===== src/rtl/i2s_master_tx.sv =====
// I2S master transmitter: divides the system clock into a bit clock and
// shifts one buffered stereo pair per frame out in I2S format.
module i2s_master_tx #(
    parameter int WS  = 16,
    parameter int DIV = 8
) (
    input  logic          iCLK_28,
    input  logic          mRST_N,
    input  logic [2*WS-1:0] iDATA,
    input  logic          iVALID,
    output logic          oREADY,
    output logic          AUD_BCLK,
    output logic          AUD_DACLRCK,
    output logic          AUD_DACDAT,
    output logic          oUNDERRUN
);

    localparam int FW = 2 * WS;
    localparam int DW = (DIV > 1) ? $clog2(DIV) : 1;
    localparam int BW = $clog2(FW);
    localparam logic [DW-1:0] DIV_LAST = DW'(DIV - 1);
    localparam logic [BW-1:0] BIT_LAST = BW'(FW - 1);
    localparam logic [BW-1:0] WS_B     = BW'(WS);

    logic [DW-1:0] div_q, div_d;
    logic [BW-1:0] bit_q, bit_d;
    logic [FW-1:0] sh_q, sh_d;
    logic [FW-1:0] buf_q, buf_d;
    logic          bclk_q, bclk_d;
    logic          lrck_q, lrck_d;
    logic          dat_q, dat_d;
    logic          full_q, full_d;
    logic          rdy_q, rdy_d;
    logic          und_q, und_d;

    logic tick;
    logic fall;
    logic frame;
    logic xfer;

    assign tick  = (div_q == DIV_LAST);
    assign fall  = tick & bclk_q;
    assign frame = fall & (bit_q == BIT_LAST);
    assign xfer  = iVALID & rdy_q;

    always_comb begin
        div_d  = tick ? '0 : div_q + 1'b1;
        bclk_d = bclk_q ^ tick;
        bit_d  = bit_q;
        lrck_d = lrck_q;
        dat_d  = dat_q;
        sh_d   = sh_q;
        buf_d  = buf_q;
        full_d = full_q;
        und_d  = 1'b0;
        if (xfer) begin
            buf_d  = iDATA;
            full_d = 1'b1;
        end
        if (fall) begin
            bit_d  = frame ? '0 : bit_q + 1'b1;
            lrck_d = (bit_d >= WS_B);
            // MSB of the shifter is the next bit; at a wrap it holds the
            // previous word's LSB, which gives the one-bit I2S delay.
            dat_d  = sh_q[FW-1];
            if (frame) begin
                if (full_q) begin
                    sh_d   = buf_q;
                    full_d = 1'b0;
                end else begin
                    sh_d  = '0;
                    und_d = 1'b1;
                end
            end else begin
                sh_d = {sh_q[FW-2:0], 1'b0};
            end
        end
        rdy_d = ~full_d;
    end

    always_ff @(posedge iCLK_28 or negedge mRST_N) begin
        if (!mRST_N) begin
            div_q  <= '0;
            bit_q  <= BIT_LAST;
            sh_q   <= '0;
            buf_q  <= '0;
            bclk_q <= 1'b0;
            lrck_q <= 1'b1;
            dat_q  <= 1'b0;
            full_q <= 1'b0;
            rdy_q  <= 1'b1;
            und_q  <= 1'b0;
        end else begin
            div_q  <= div_d;
            bit_q  <= bit_d;
            sh_q   <= sh_d;
            buf_q  <= buf_d;
            bclk_q <= bclk_d;
            lrck_q <= lrck_d;
            dat_q  <= dat_d;
            full_q <= full_d;
            rdy_q  <= rdy_d;
            und_q  <= und_d;
        end
    end

    assign oREADY      = rdy_q;
    assign AUD_BCLK    = bclk_q;
    assign AUD_DACLRCK = lrck_q;
    assign AUD_DACDAT  = dat_q;
    assign oUNDERRUN   = und_q;

endmodule


===== config.mk =====
export PLATFORM = sky130hd
export DESIGN_NAME = i2s_master_tx
export DESIGN_NICKNAME = d
export VERILOG_FILES = /design/src/rtl/i2s_master_tx.sv
export SDC_FILE = /design/constraint.sdc
export NUM_CORES = 1
export LEC_CHECK = 0
export ABC_AREA = 1
export BUFFER_PORTS_ARGS = -buffer_cell sky130_fd_sc_hd__buf_2
export CAP_MARGIN = 20
export CORE_MARGIN = 2
export CORE_UTILIZATION = 55
export CTS_CLUSTER_SIZE = 12
export DETAILED_ROUTE_END_ITERATION = 12
export PLACE_DENSITY = 0.76
export SYNTH_ARGS = -nofsm -noshare
export SYNTH_HDL_FRONTEND = slang
export SYNTH_SLANG_ARGS = --single-unit

===== constraint.sdc =====
create_clock -name iCLK_28 -period 4.7 [get_ports iCLK_28]
set_clock_uncertainty 0.05 [all_clocks]
set_input_delay 0.235 -clock iCLK_28 [delete_from_list [all_inputs] [get_ports iCLK_28]]
set_output_delay 0.235 -clock iCLK_28 [all_outputs]
set_load 0.02 [all_outputs]

==> results.md, run 1 <==
- Outcome: finished, violations left
- Violations in the final reports: negative hold slack
- Accumulated negative setup slack: 0 ns
- Cell internal power dissipation: around 1.0 mW
- Chain of cells forming the critical path: ha_1, ha_1, ha_1, nand2_1, nor2_4, inv_1, nand2_1, inv_1
- Xor-xnor portion of the synthesized cell area: 0%
- Fraction of final layout cells with drive strength greater than 1: roughly 15%
- DR WL/cell: 12.7 µm
- Worst hold slack: -0.0273 ns
- Total count of hold-check failures in the final report: 13
- Critical path arrival: between 2 and 3 ns
- Max capacitance violation total: 0
- Cell count of the worst reg-to-reg path: 8
- Simple-Gate Fraction of Synth Area: ~23%
- Post_cts resized: 0
- Register-to-register path setup slack: 2.08 ns
- H-tree levels: 3
- Area of the mapped netlist: 3210 µm²
- Final period demand of the worst path: 2.62 ns
- HPWL after detailed placement: 3600 µm
- Transition time of the tightest slew-check pin: 1.01 ns
- Data required, critical path: 4.89 ns
- Number of diodes: 0
- Synth Flop Type: dfrtp_1
- Aggregate global-route resource usage: between 20% and 30%
- Portion of netlist area occupied by mux cells: 0%
- Root buffer selected by CTS: clkbuf_8
- Post-detailed-route count of antenna-violating nets: 0
- Core Area: 5570 µm²
- Height of the chip: 80.4 µm
- Post-CTS setup buffer count: 0
- IR drop worst, VDD: approximately 220 µV
- Compound-Gate Fraction of Synth Area: about a tenth
- Number of buffers created by CTS: 9
- IO Pins: 40
- CP peak stage delay: ~0.60 ns
- Final RePlAce weighted congestion: 0.746
- Clock-pin slew on the worst setup and hold paths: 0.07 ns
- First-pass GRT wire length: 10,700 µm
- Number of antenna violations at the first check in global routing: 0
- Post-Syn Area per Cell: about 8.8 µm²
- Vias in the first global route: between 2,000 and 2,500
- Via Count: about 2,400
- Most repeated library cell on the critical path: ha_1
- Count of buffers from port buffering: 39
- Main combinational cell family by area after synthesis: simple AND/OR/NAND/NOR gates
- Final Slew Violations: 0
- Number of flops mapped to enable cells by yosys: 0
- Post-CTS Hold Fix Bufs: 0
- Headroom to the max-slew limit: 32.4%
- Ranking of synthesized cells by area: dfrtp_1 55%, nand2_1 13%, a21oi_1 10%
- Initial core utilization: 57.6%
- Yosys synthesis warning count: 0
- Critical path class: register to register
- Clock insertion delay at the later pin of the skew report: about 0.34 ns
- Power density relative to cell area: between 300 and 400 nW/µm²
- Sequential fraction of the synthesis area: approximately three fifths
- Reg2Reg Capture Point: full_q$_DFF_PN0_
- Leakage power figure: approximately 1.9 nW
- Width of the chip: 80.4 µm
- Worst Setup Start Kind: register
- Number of cells produced by synthesis: 365
- P_sw: roughly 0.34 mW
- Fraction of synthesized cell area taken by the top area cell type: 55.4%
- Total nets after synthesis: about 400
- Clock share of power: 31.1%
- Setup violators final: 0
- Count of state elements after synthesis: 77
- Sequential group share of total power: 60.1%
- Net switching fraction of the power: around 26%
- Bufs on Longest Clock Path: 2
- Category of the worst setup path capture point: register
- Number of DRC violations after detailed routing: 0
- Number of sinks driven by the clock tree: just under 80
- Cell types with the highest counts after synthesis: 111 x nand2_1, 71 x dfrtp_1, 66 x a21oi_1
- Overflow left after global routing: 0
- Class of the tightest hold or removal check: input port to asynchronous set/reset pin
- Part of the power in combinational logic: under 10%
- Final non-filler cell area: roughly 3600 µm²
- CTS tree: built
- Upper clock frequency limit: between 300 and 400 MHz
- Post-synth top area cell: dfrtp_1
- Vias per std cell: 5.22
- Post-synthesis share of cell area spent on full adders, half adders and majority gates: 1.95%
- Synth unique cells: 15
- Wire length after detailed routing: 5950 µm
- Async S/R FF share, synth: 100%
- Final cycle utilization of the critical path: 55.7%
- Area grow syn2layout: 11.3%
- Reg-to-reg startpoint: div_q[0]$_DFF_PN0_
- Maximum number of pins on one net before global-route repair: 78
- Worst-path fanout max: 32
- Floorplan die area: 6460 µm²
- Cell at the slowest stage of the critical path: ha_1
- Setup repair after global routing missed its margin: false
- Number of DRC violations after detailed-routing iteration 0: ~190
- Standard cell area after detailed placement: 3400 µm²
- Library cell with the highest instance count after synthesis: nand2_1
- Rows: 27
- Number of detailed-route iterations in the first pass: 4
- Number of nets in the layout: 433
[per-stage QoR]
step	instances	utilization [%]	setup slack, ns	power (mW)	hold WS [ns]
2_1_floorplan	365	-	3.03	0.886	-0.111
3_3_place_gp	453	61.0	2.19	0.937	0.368
6_report	469	64.1	2.08	1.35	-0.0273
3_5_place_dp	453	61.0	2.08	0.945	0.392
4_1_cts	468	63.8	2.07	1.36	0.0223
5_1_grt	469	64.1	1.82	1.43	0.0751
[state kept, by name, summed over array words and instances (netlist names)]
signal and cells:
AUD_BCLK 1, AUD_DACDAT 1, bit_q 5, buf_q 32
div_q 3, full_q 1, oREADY 1, oUNDERRUN 1
sh_q 32
[final cells by class]
type                    count  area, µm²
inverters                   7       26.3
multi-input cells         257       1140
clock inverters             2       10.0
fillers                   486       2000
clock buffers              13        149
flip-flops and latches     77       1930
repair buffers             41        220
well taps                  72       90.1
[worst max-delay path, delay by kind of cell, from the launching register on]
kind          cells  cell delay (ns)
fa+ha+maj         3             0.95
simple gates      3             0.96
buf+inv           2             0.18
flops             1             0.36
[cell usage in the layout, fill, tap and decap left out]
cell      count
nand2_1     111
dfrtp_1      71
a21oi_1      66
nor2_1       39
buf_2        38
nand3_1      33
clkbuf_8     10
inv_1         6
dfstp_2       6
ha_1          5
clkbuf_1      3
clkinv_2      2
buf_4         2
and3_1        1
nor2_4        1
inv_2         1
o21ai_0       1
buf_8         1
[power by group through the flow]
stage          registers [mW]  logic, mW  clock network (mW)
4_1_cts                 0.813      0.120               0.431
5_1_grt                 0.825      0.144               0.457
6_report                0.811      0.118               0.420
2_1_floorplan           0.803     0.0835                   0
3_3_place_gp            0.823      0.114                   0
3_5_place_dp            0.825      0.120                   0
[how the worst max path moves through the flow]
stage | startpoint | to | cells past startpoint
after floorplan | div_q[0]$_DFF_PN0_ | sh_q[10]$_DFFE_PN0P_ | 7
after global placement | div_q[0]$_DFF_PN0_ | full_q$_DFF_PN0_ | 8
after detailed placement | div_q[0]$_DFF_PN0_ | full_q$_DFF_PN0_ | 8
after CTS | div_q[0]$_DFF_PN0_ | full_q$_DFF_PN0_ | 8
final | div_q[0]$_DFF_PN0_ | full_q$_DFF_PN0_ | 8
after global routing | div_q[0]$_DFF_PN0_ | sh_q[0]$_DFFE_PN0P_ | 7
[layer usage]
layer / share of wire (%) / vias up / global-route usage (%)
li1: - / 1238 / -
met2: 49 / 42 / 35.9
met4: 1.9 / 0 / 9.15
met5: 0 / - / 0
met1: 46 / 1158 / 27.2
met3: 3.5 / 11 / 4.16
[kinds of logic (layout without fill, tap and decap cells)]
kind of cell               after synthesis  after routing
and+or+nand+nor                        185            185
DFF                                     77             77
AOI/OAI and AO/OA                       67             67
buffers and inverters                   31             63
adders and majority gates                5              5
Power figures use the tool's default switching activity.
==> run 2, diff against run 1 <==
Clock period 4.7 ns to 2.65 ns, I/O delays scaled along.
==> results.md, run 2 (same netlist as run 1, synthesis figures left out) <==
- Initial core utilization: 57.6% (unchanged)
- Critical path arrival: 2.33 ns (-0.48 ns)
- Vias per std cell: 5.14 (-1.6%)
- Maximum number of pins on one net before global-route repair: 78 (unchanged)
- Outcome: finished clean
- Total count of hold-check failures in the final report: 0 (-13)
- Final period demand of the worst path: 2.11 ns (-0.505 ns)
- Aggregate global-route resource usage: 23.6% (+2.2 points)
- Reg2Reg Capture Point: sh_q[20]$_DFFE_PN0P_
- Setup repair after global routing missed its margin: false
- Wire length after detailed routing: 6740 µm (+13%)
- Root buffer selected by CTS: clkbuf_8
- Capturing element of the worst setup path: sh_q[20]$_DFFE_PN0P_
- Commonest non-fill, non-tap cell in the layout: nand2_1
- Number of DRC violations after detailed routing: 0 (unchanged)
- Number of nets in the layout: 470 (+8.5%)
- HPWL after detailed placement: 3880 µm (+7.6%)
- Post-CTS setup buffer count: 0 (unchanged)
- Final cycle utilization of the critical path: 79.8% (+24 points)
- Power density relative to cell area: 615 nW/µm² (+63%)
- H-tree levels: 3 (unchanged)
- Register-to-register path setup slack: 0.54 ns (-1.55 ns)
- Number of buffers created by CTS: 9 (unchanged)
- Setup violators final: 0 (unchanged)
- Commonest cells after routing, fill and taps aside: 111 x nand2_1, 71 x dfrtp_1, 66 x a21oi_1, 39 x nor2_1, 38 x buf_2
- IR drop worst, VDD: 374 µV (+67%)
- Area grow syn2layout: 23.5%
- Post-detailed-route count of antenna-violating nets: 0 (unchanged)
- Width of the chip: 80.4 µm (unchanged)
- Class of the tightest hold or removal check: input port to register
- Leading registers by flop count: buf_q: 32 flops, sh_q: 32 flops, bit_q: 5 flops
- Number of diodes: 0 (unchanged)
- Count of buffers from port buffering: 39 (unchanged)
- Final RePlAce weighted congestion: 0.732 (-1.9%)
- Data required, critical path: 2.86 ns (-2.03 ns)
- Worst Setup Start Kind: register
- Rows: 27 (unchanged)
- Clock-pin slew on the worst setup and hold paths: 0.07 ns (about the same)
- Height of the chip: 80.4 µm (unchanged)
- Launching instance or port of the critical path: bit_q[0]$_DFFE_PN1P_
- Number of DRC violations after detailed-routing iteration 0: 203 (+5.2%)
- First-pass GRT wire length: 11,700 µm (+9.9%)
- Max capacitance violation total: 0 (unchanged)
- Number of sinks driven by the clock tree: 77 (unchanged)
- Reg-to-reg startpoint: bit_q[0]$_DFFE_PN1P_
- Number of antenna violations at the first check in global routing: 0 (unchanged)
- Worst-path fanout max: 18 (-44%)
- Leakage power figure: 2.04 nW (+9.1%)
- CTS tree: built
- Count of placed standard cells including taps: 458 (+1.1%)
- Via Count: 2,605 (+6.4%)
- Fraction of final layout cells with drive strength greater than 1: 14.9% (-0.42 points)
- Critical path class: register to register
- Bufs on Longest Clock Path: 2 (unchanged)
- Overflow left after global routing: 0 (unchanged)
- Core Area: 5570 µm² (unchanged)
- Number of detailed-route iterations in the first pass: 4 (unchanged)
- Transition time of the tightest slew-check pin: 0.933 ns (-0.0804 ns)
- Vias in the first global route: 2,647 (+8.0%)
- Clock insertion delay at the later pin of the skew report: 0.34 ns (about the same)
- DR WL/cell: 13.3 µm (+4.8%)
- Number of filler instances in the final layout: 444 (-8.6%)
- Upper clock frequency limit: 473 MHz (+24%)
- Category of the worst setup path capture point: register
- Final Slew Violations: 0 (unchanged)
- Accumulated negative setup slack: 0 ns (unchanged)
- IO Pins: 40 (unchanged)
- Headroom to the max-slew limit: 37.8% (+5.4 points)
- Floorplan die area: 6460 µm² (unchanged)
- Final instance count without filler cells: 507 (+8.1%)
- Cell count of the worst reg-to-reg path: 8 (unchanged)
==> run 2: worst min path at each step <==
stage              start                     to  slack [ns]  cells past startpoint
3_3_place_gp      mRST_N   sh_q[29]$_DFFE_PN0P_        0.28                      1
4_1_cts        iDATA[31]  buf_q[31]$_DFFE_PN0P_       0.001                      3
5_1_grt        iDATA[31]  buf_q[31]$_DFFE_PN0P_        0.02                      3
2_1_floorplan     mRST_N     AUD_BCLK$_DFF_PN0_       -0.21                      0
3_5_place_dp      mRST_N   sh_q[29]$_DFFE_PN0P_        0.29                      1
6_report       iDATA[31]  buf_q[31]$_DFFE_PN0P_       0.007                      3
==> run 2: critical path: stages, from the launching register on <==
cell and delay [ns]:
dfstp_2 0.56, ha_1 0.19, and3_1 0.16, ha_1 0.17, nand2_1 0.14, nor2_4 0.37, buf_12 0.20, nand2_1 0.07
a21oi_1 0.13
==> run 2: cell type report <==
type	count	area, µm²	area share [%]
sequential	77	1930	48.8
multi-input combinational	257	1140	28.9
timing repair buffer	78	616	15.5
clock buffer	14	143	3.60
tap	72	90.1	2.27
inverter	7	26.3	0.663
clock inverter	2	10.0	0.253
==> run 2: layer usage <==
| layer | vias to the layer above | global-route usage [%] | share of wire [%] |
|---|---|---|---|
| li1 | 1311 | - | - |
| met1 | 1222 | 31.1 | 46 |
| met4 | 0 | 11.2 | 1.4 |
| met2 | 61 | 38.7 | 49 |
| met3 | 11 | 3.37 | 4.1 |
| met5 | - | 0 | 0 |
==> run 2: power by group <==
part	internal [mW]	switching [mW]	leakage (nW)
combinational	0.121	0.150	0.963
clock	0.339	0.398	0.0784
sequential	1.34	0.0900	0.996
==> run 2: metrics by stage <==
step	total power [mW]	instance area (µm²)	hold WS, ns	worst slack [ns]	util [%]
2_1_floorplan	1.57	3210	-0.213	0.976	-
3_3_place_gp	1.66	3460	0.284	0.559	62.1
3_5_place_dp	1.68	3460	0.287	0.541	62.1
4_1_cts	2.44	3930	0.000995	0.509	70.4
5_1_grt	2.57	3960	0.0172	0.350	71.1
6_report	2.44	3960	0.00732	0.536	71.1
==> run 2: repair_timing <==
action / 4_1_cts / 5_1_grt
hold buffers: 31 / 1
hold endpoints to repair: 101 / 1
resized for setup: 0 / 0
==> run 3, diff against run 2 <==
Settings changed: ABC_AREA 1 to 0, CORE_UTILIZATION 55 to 52, PLACE_DENSITY 0.76 to 0.75.
Clock period 2.65 ns to 1.8 ns, I/O delays scaled along.
==> results.md, run 3 <==
- Outcome: finished, violations left
- Violations in the final reports: negative setup slack
- Async S/R FF share, synth: 100% (unchanged)
- Sequential fraction of the synthesis area: 54.9% (-5.3 points)
- IO Pins: 40 (unchanged)
- Count of buffers from port buffering: 39 (unchanged)
- Capturing element of the worst setup path: sh_q[24]$_DFFE_PN0P_
- Part of the power in combinational logic: 3.6% (-7.5 points)
- Post-synth top area cell: dfrtp_1
- Number of cells produced by synthesis: 284 (-22%)
- Reg2Reg Capture Point: sh_q[24]$_DFFE_PN0P_
- Area used by multi-input combinational logic: 1560 µm² (+36%)
- Clock-pin slew on the worst setup and hold paths: 0.08 ns (about the same)
- Fraction of final layout cells with drive strength greater than 1: 48.9% (+34 points)
- Number of flops mapped to enable cells by yosys: 0 (unchanged)
- Accumulated negative setup slack: -0.0115 ns (-0.0115 ns)
- DR WL/cell: 15.2 µm (+15%)
- Transition time of the tightest slew-check pin: 0.441 ns (-0.492 ns)
- Area grow syn2layout: 32.2%
- Number of DRC violations after detailed routing: 0 (unchanged)
- Yosys synthesis warning count: 0 (unchanged)
- Worst-path fanout max: 7 (-11)
- Final RePlAce weighted congestion: 0.800 (+9.3%)
- Number of sinks driven by the clock tree: 77 (unchanged)
- Width of the chip: 86.3 µm (+7.3%)
- Launching instance or port of the critical path: bit_q[1]$_DFFE_PN1P_
- Clock share of power: 48.3% (+18 points)
- Reg-to-reg startpoint: bit_q[1]$_DFFE_PN1P_
- Number of detailed-route iterations in the first pass: 4 (unchanged)
- Number of antenna violations at the first check in global routing: 0 (unchanged)
- Fraction of synthesized cell area taken by the top area cell type: 50.5% (-4.9 points)
- Sequential group share of total power: 48.1% (-10 points)
- Power density relative to cell area: 772 nW/µm² (+26%)
- Final Slew Violations: 0 (unchanged)
- Critical path arrival: 2.04 ns (-0.29 ns)
- Cell internal power dissipation: 2.91 mW (+62%)
- Library cell with the highest instance count after synthesis: dfrtp_1
- Worst setup slack before clock tree synthesis: 0.00569 ns (-0.535 ns)
- Commonest cells after routing, fill and taps aside: 71 x dfrtp_1, 49 x a21oi_2, 38 x buf_2, 34 x mux2_2
- Count of placed standard cells including taps: 394 (-14%)
- Bufs on Longest Clock Path: 2 (unchanged)
- Final non-filler cell area: 4660 µm² (+17%)
- Height of the chip: 86.3 µm (+7.3%)
- Vias in the first global route: 2,345 (-11%)
- Synth Flop Type: dfrtp_1
- Max capacitance violation total: 0 (unchanged)
- Leakage power figure: 2.15 nW (+5.7%)
- H-tree levels: 3 (unchanged)
- Class of the tightest hold or removal check: input port to asynchronous set/reset pin
- Final period demand of the worst path: 1.81 ns (-0.307 ns)
- Aggregate global-route resource usage: 19.3% (-4.3 points)
- Headroom to the max-slew limit: 70.6% (+33 points)
- Number of filler instances in the final layout: 441 (-0.68%)
- Maximum number of pins on one net before global-route repair: 56 (-28%)
- Synth unique cells: 27 (+12)
- Overflow left after global routing: 0 (unchanged)
- Floorplan die area: 7450 µm² (+15%)
- Number of diodes: 0 (unchanged)
- Number of buffers created by CTS: 9 (unchanged)
- Standard cell area after detailed placement: 3830 µm² (+11%)
- Rows: 29 (+7.4%)
- HPWL after detailed placement: 3860 µm (-0.35%)
- Area taken by flip-flops and latches: 1930 µm² (unchanged)
- Net switching fraction of the power: 19.2% (-7.0 points)
- Category of the worst setup path capture point: register
- Final cycle utilization of the critical path: 100% (+21 points)
- Setup repair after global routing missed its margin: true
- Data required, critical path: 2.03 ns (-0.83 ns)
- Worst Setup Start Kind: register
- Critical path class: register to register
- Cell types with the highest counts after synthesis: 71 x dfrtp_1, 59 x a21oi_2, 34 x mux2_2
- CTS tree: built
- IR drop worst, VDD: 596 µV (+59%)
- Count of state elements after synthesis: 77 (unchanged)
- Commonest non-fill, non-tap cell in the layout: dfrtp_1
- Core Area: 6460 µm² (+16%)
- Via Count: 2,290 (-12%)
- P_sw: 0.690 mW (+8.1%)
- First-pass GRT wire length: 11,000 µm (-6.3%)
- Leading registers by flop count: buf_q: 32 flops, sh_q: 32 flops, bit_q: 5 flops
- Final Total Pwr: 3.60 mW (+48%)
- Ranking of synthesized cells by area: dfrtp_1 50%, a21oi_2 15%, mux2_2 11%
- Post-detailed-route count of antenna-violating nets: 0 (unchanged)
- Total count of hold-check failures in the final report: 0 (unchanged)
- Number of DRC violations after detailed-routing iteration 0: 81 (-60%)
- Worst setup slack after layout: -0.00779 ns (-0.543 ns)
- Post-Syn Area per Cell: 12.4 µm² (+41%)
- Final instance count without filler cells: 449 (-11%)
- Worst hold slack: 0.120 ns (+0.113 ns)
- Final standard cell utilization of the core: 72.1% (+1.0 points)
- Number of nets in the layout: 407 (-13%)
- Setup violators final: 2 (+2)
- Wire length after detailed routing: 6840 µm (+1.5%)
- Root buffer selected by CTS: clkbuf_8
- Clock insertion delay at the later pin of the skew report: 0.35 ns (about the same)
- Vias per std cell: 5.10 (-0.74%)
- Upper clock frequency limit: 553 MHz (+17%)
- Total nets after synthesis: 324 (-20%)
- Area of the mapped netlist: 3520 µm² (+9.7%)
- Register-to-register path setup slack: -0.008 ns (-0.54 ns)
- Initial core utilization: 54.5% (-3.1 points)
- Cell count of the worst reg-to-reg path: 7 (-1)
run 3: cell type report:
cell class,count,share of cell area (%)
Inverter,2,0.161
Tap cell,77,2.07
Sequential cell,77,41.5
Timing Repair Buffer,90,17.0
Multi-Input combinational cell,187,33.4
Clock buffer,10,2.96
Clock inverter,6,2.88
run 3: how the worst min path moves through the flow:
stage	startpoint	to	slack, ns	cells past startpoint
after global placement	mRST_N	buf_q[13]$_DFFE_PN0P_	-0.05	1
after floorplan	mRST_N	AUD_BCLK$_DFF_PN0_	-0.26	0
after global routing	mRST_N	buf_q[13]$_DFFE_PN0P_	0.14	2
after detailed placement	mRST_N	buf_q[13]$_DFFE_PN0P_	-0.04	1
final	mRST_N	buf_q[13]$_DFFE_PN0P_	0.12	2
after CTS	mRST_N	buf_q[13]$_DFFE_PN0P_	0.12	2
run 3: power by group through the flow:
| stage | sequential (mW) | clock, mW | combinational, mW |
|---|---|---|---|
| floorplan | 1.76 | 0 | 0.000782 |
| finish | 1.73 | 1.74 | 0.128 |
| global placement | 1.76 | 0 | 0.0743 |
| detailed placement | 1.76 | 0 | 0.0760 |
| CTS | 1.73 | 1.78 | 0.131 |
| global route | 1.73 | 1.84 | 0.143 |
run 3: what timing repair did:
item                                   in CTS  in global routing
endpoints found under the hold margin     103                  0
gates resized for setup                     1                 18
hold buffers                               33                  0
gates cloned                                0                  3
setup endpoints to repair                   3                 36
pin swaps                                   0                 39
buffers inserted                            1                  2
run 3: kinds of logic after synthesis:
kind of cell,count (synthesis),synth area share [%]
AO/OA/AOI/OAI,68,16.5
AND/OR/NAND/NOR,79,11.2
multiplexers,35,11.2
buffers and inverters,20,4.44
adder cells (fa/ha/maj),5,1.78
flip-flops,77,54.9
run 3: per-layer routing:
| layer | wire length (µm) | vias to the layer above | GRT usage (%) |
|---|---|---|---|
| met3 | 228 | 7 | 5.52 |
| met1 | 3240 | 1116 | 25.2 |
| met5 | 0 | - | 0 |
| li1 | - | 1130 | - |
| met2 | 3280 | 37 | 31.1 |
| met4 | 87 | 0 | 6.82 |
run 3: critical path: stages, from the launching register on:
cell       delay, ns
dfstp_2         0.59
ha_4            0.14
and3_4          0.19
ha_4            0.14
and2_4          0.26
clkbuf_16       0.19
a21oi_2         0.06
a21oi_2         0.11
